File: src/rtl/instr_fetch.sv
// rtl/instr_fetch.sv - single-outstanding-request instruction fetch unit with redirect
// An outstanding memory request is never withdrawn; a redirect while waiting parks in DROP until the ack.
module instr_fetch #(
  parameter logic [31:0] RESET_PC = 32'h0000_0000
) (
  input  logic        clk,
  input  logic        rst_n,
  input  logic        start,
  output logic        mem_req,
  output logic [31:0] mem_addr,
  input  logic        mem_ack,
  input  logic [31:0] mem_rdata,
  output logic [31:0] ir,
  output logic        ir_valid,
  input  logic        ir_taken,
  output logic [31:0] pc,
  input  logic        redirect,
  input  logic [31:0] redirect_pc
);

  typedef enum logic [1:0] {
    IDLE  = 2'd0,
    FETCH = 2'd1,
    FULL  = 2'd2,
    DROP  = 2'd3
  } state_t;

  state_t      state;
  logic [31:0] fetch_pc;

  always_ff @(posedge clk or negedge rst_n) begin
    if (!rst_n) begin
      state    <= IDLE;
      fetch_pc <= RESET_PC;
      pc       <= RESET_PC;
      ir       <= 32'h0;
      ir_valid <= 1'b0;
      mem_req  <= 1'b0;
      mem_addr <= RESET_PC;
    end else begin
      case (state)
        IDLE: begin
          if (redirect) begin
            fetch_pc <= redirect_pc;
          end else if (start) begin
            state    <= FETCH;
            mem_req  <= 1'b1;
            mem_addr <= fetch_pc;
          end
        end
        FETCH: begin
          // mem_req low here means the request for fetch_pc is not yet issued
          if (!mem_req) begin
            if (redirect) begin
              fetch_pc <= redirect_pc;
            end else begin
              mem_req  <= 1'b1;
              mem_addr <= fetch_pc;
            end
          end else if (redirect) begin
            fetch_pc <= redirect_pc;
            if (mem_ack) mem_req <= 1'b0;
            else         state   <= DROP;
          end else if (mem_ack) begin
            ir       <= mem_rdata;
            pc       <= fetch_pc;
            fetch_pc <= fetch_pc + 32'd1;
            ir_valid <= 1'b1;
            mem_req  <= 1'b0;
            state    <= FULL;
          end
        end
        FULL: begin
          if (redirect) begin
            ir_valid <= 1'b0;
            fetch_pc <= redirect_pc;
            mem_req  <= 1'b1;
            mem_addr <= redirect_pc;
            state    <= FETCH;
          end else if (ir_taken) begin
            ir_valid <= 1'b0;
            mem_req  <= 1'b1;
            mem_addr <= fetch_pc;
            state    <= FETCH;
          end
        end
        DROP: begin
          if (redirect) fetch_pc <= redirect_pc;
          if (mem_ack) begin
            mem_req <= 1'b0;
            state   <= FETCH;
          end
        end
        default: state <= IDLE;
      endcase
    end
  end

endmodule
File: config.mk
export PLATFORM = sky130hd
export DESIGN_NAME = instr_fetch
export DESIGN_NICKNAME = d
export VERILOG_FILES = /design/src/rtl/instr_fetch.sv
export SDC_FILE = /design/constraint.sdc
export NUM_CORES = 1
export LEC_CHECK = 0
export ABC_CLOCK_PERIOD_IN_PS = 2800
export BUFFER_PORTS_ARGS = -buffer_cell sky130_fd_sc_hd__buf_2
export CAP_MARGIN = 5
export CORE_UTILIZATION = 25
export DETAILED_ROUTE_END_ITERATION = 7
export MAX_ROUTING_LAYER = met4
export PLACE_DENSITY = 0.49
export SETUP_SLACK_MARGIN = 0.4
export SLEW_MARGIN = 20
export SYNTH_ARGS = -nofsm -noshare
export SYNTH_HDL_FRONTEND = slang
export SYNTH_SLANG_ARGS = --single-unit
File: constraint.sdc
create_clock -name clk -period 2.8 [get_ports clk]
set_clock_uncertainty 0.05 [all_clocks]
set_input_delay 0.56 -clock clk [delete_from_list [all_inputs] [get_ports clk]]
set_output_delay 0.56 -clock clk [all_outputs]
set_load 0.02 [all_outputs]
==> reports/qor.txt <==
Status - finished, final reports clean
Xor/xnor cell area share of the yosys netlist - 0.705%
Max-cap violations - 0
Clock sink total - 132
Num CTS Buffers - 17
CP arrival - 2.54 ns
Maximum VDD drop - 0.000378 V
Post-synthesis register bit count - 132
Initial core utilization - 25.5%
Cell row count - 57
Setup crit end - fetch_pc[25]
GP Congestion - 0.780
Initial antenna violation count - 2
Distinct cells, synth - 59
Power per cell area - 1060 mW/mm^2
Simple-gate share of the synthesized area - 14.7%
H-tree depth - 4
CTS Root Cell - clkbuf_16
Global-route wire length before repair - 27300 um
Vias in the first global route - 4832
Register area - 0.00330 sq mm
Post-layout min period - 2.24 ns
IO Port Bufs - 167
FF-to-FF path depth - 5
Via density - 4.51
Post-synthesis adder-cell area fraction - 0.201%
Synth async-reset ratio - 100%
CP max FO - 11
Crit path cell chain - and3_1 > nand4_4 > or4_1 > or3_1 > nand3_1
Die width - 160 um
Leading register cell type out of synthesis - dfrtp_1
Startpoint Class - flip-flop
Multi-input gate area in the final layout - 0.00271 sq mm
Worst Max-Slew Pin Slew - 0.635 ns
Largest net degree at the start of global routing - 71
Cts hold-fix bufs - 1
Synth Area in Compound Gates - 9.57%
Detailed Route WL - 17000 um
Die Area - 0.0255 sq mm
Hpwl dp - 12200 um
Max Transition Viols Final - 0
Top-level port count - 168
Slowest cell on crit path - or4_1
Post-synthesis mux area share - 18.3%
CP Launch Point - fetch_pc[9]
Final Hold Viols - 0
RR Startpoint - fetch_pc[9]
CP Data Required Time - 3.10 ns
Proportion of netlist area held by the largest area contributor - 53.2%
DRT iter0 DRCs - 226
Yosys synthesis warning count - 0
Final TNS setup - 0 ns
Clk buf depth - 2
R2R Setup Slk - 0.56 ns
Clock Latency Late Sink - 0.41 ns
Post-CTS resize count - 0
Count of flip-flops with a built-in enable after synthesis - 0
Capture point of the worst reg-to-reg path - fetch_pc[25]
Synthesis-to-layout area growth - 29.7%
CTS tree - done
Period utilization - 80.0%
Total GRT Usage - 14.3%
Synthesized cell area - 0.00621 sq mm
Final Cell Area - 0.00806 sq mm
Largest cells by area after synthesis - dfrtp_1, mux2_2, mux2i_1, o21ai_0, nand2_1
Crit Path Category - reg -> reg
Die Y - 160 um
Dpl cell area - 0.00746 sq mm
Syn nets - 628
WL per Instance - 16.0 um
Area leader, netlist - dfrtp_1
Post-DRT Antenna Nets - 0
Clock slew at reported path FFs - 0.06 ns
NumNets Final - 796
Slowest stage delay, CP - 0.70 ns
RSZ-0062 raised after global routing - false
Layout fillers - 2527
Syn avg cell area - 11.2 sq um
Leakage Power - 0.00384 uW
Most common cell after layout, fill and taps aside - buf_2
Commonest cells after routing, fill and taps aside - buf_2, dfrtp_1, nand2_1, mux2_2, o21ai_0
Peak Freq - 446 MHz
Mapped Cells - 557
Vias - 4791
Setup violations, final - 0
Layout cell share with drive strength beyond 1 - 40.4%
Core area - 0.0243 sq mm
Largest family of logic cells by synthesized area - multiplexers
Min-Delay Path Class - in -> reg
CP endpoint kind - flip-flop
Gr ovfl total - 0
Slew headroom - 57.7%
DR pass1 iterations - 4
Register area share after synthesis - 53.2%
Post-CTS Setup Bufs - 0
# DRC - 0
==> sequential cells by signal (all words and copies together), names as in the netlist <==
register,flops
fetch_pc,32
ir,32
mem_addr,32
pc,32
state,2
ir_valid,1
mem_req,1
==> metal layers <==
metal  part of all wire, %  vias up  GRT usage (%)
met4                  0.74        0           3.54
li1                      -     2333              -
met2                    47      119           22.1
met1                    47     2328           18.4
met3                   4.7       11           3.79
met5                     0        -              -
==> power by group <==
part	internal (uW)	total [uW]	switching [uW]	leakage, uW
registers	2670	3150	479	0.00158
logic	1270	3210	1940	0.00198
clock network	1380	2210	837	0.000275
total	5310	8570	3250	0.00384
==> cell type report <==
class,count,share of cell area (%)
Sequential cell,132,41.0
Multi-Input combinational cell,379,33.6
Timing Repair Buffer,185,12.6
Clock buffer,23,5.93
Tap cell,324,5.03
Clock inverter,8,1.26
Inverter,10,0.466
Antenna cell,2,0.0621
==> cell usage after synthesis, types with 4 or more instances <==
master and instances:
a21oi_1 10, and3_1 5, buf_2 14, clkbuf_1 18, dfrtp_1 132, inv_1 10
mux2_2 68, mux2i_1 37, nand2_1 70, nand2b_1 4, nand3_1 10, nand3b_1 4
nand4_1 8, nor2_1 17, nor2b_1 9, nor3_1 11, o211ai_1 5, o21ai_0 57
o311ai_0 6
==> worst min-delay path by stage <==
stage               startpoint           end  slack (ns)  cells past startpoint
2_1_floorplan            rst_n   fetch_pc[0]        0.21                      0
3_3_place_gp      mem_addr[26]  mem_addr[26]        0.41                      2
3_5_place_dp      mem_addr[29]  mem_addr[29]        0.42                      2
4_1_cts        redirect_pc[14]  fetch_pc[14]        0.29                      2
5_1_grt          mem_rdata[16]        ir[16]        0.30                      2
6_report       redirect_pc[14]  fetch_pc[14]        0.31                      2
==> cell families (layout without fill, tap and decap cells) <==
| logic type | Yosys count | in the layout |
|---|---|---|
| DFF | 132 | 132 |
| muxes | 105 | 105 |
| adders and majority gates | 1 | 1 |
| xor gates and xnor gates | 5 | 5 |
| other | 0 | 2 |
| buffers and inverters | 46 | 226 |
| AOI/OAI and AO/OA | 98 | 98 |
| and+or+nand+nor | 170 | 170 |
==> critical path, delay by kind of cell (launching register included) <==
kind / cells / cell delay, ns
simple gates: 5 / 1.60
flops: 1 / 0.53
==> stage by stage <==
stage,cells,power (uW),setup slack (ns),hold WS (ns),utilization [%]
final,1063,8570,0.560,0.313,33.1
after global routing,1063,9120,0.424,0.302,33.1
after CTS,1061,8720,0.553,0.294,33.1
after detailed placement,1029,6450,0.513,0.418,30.7
after global placement,1029,6410,0.567,0.410,30.7
after floorplan,557,5210,0.748,0.214,-
Power figures use the tool's default switching activity.
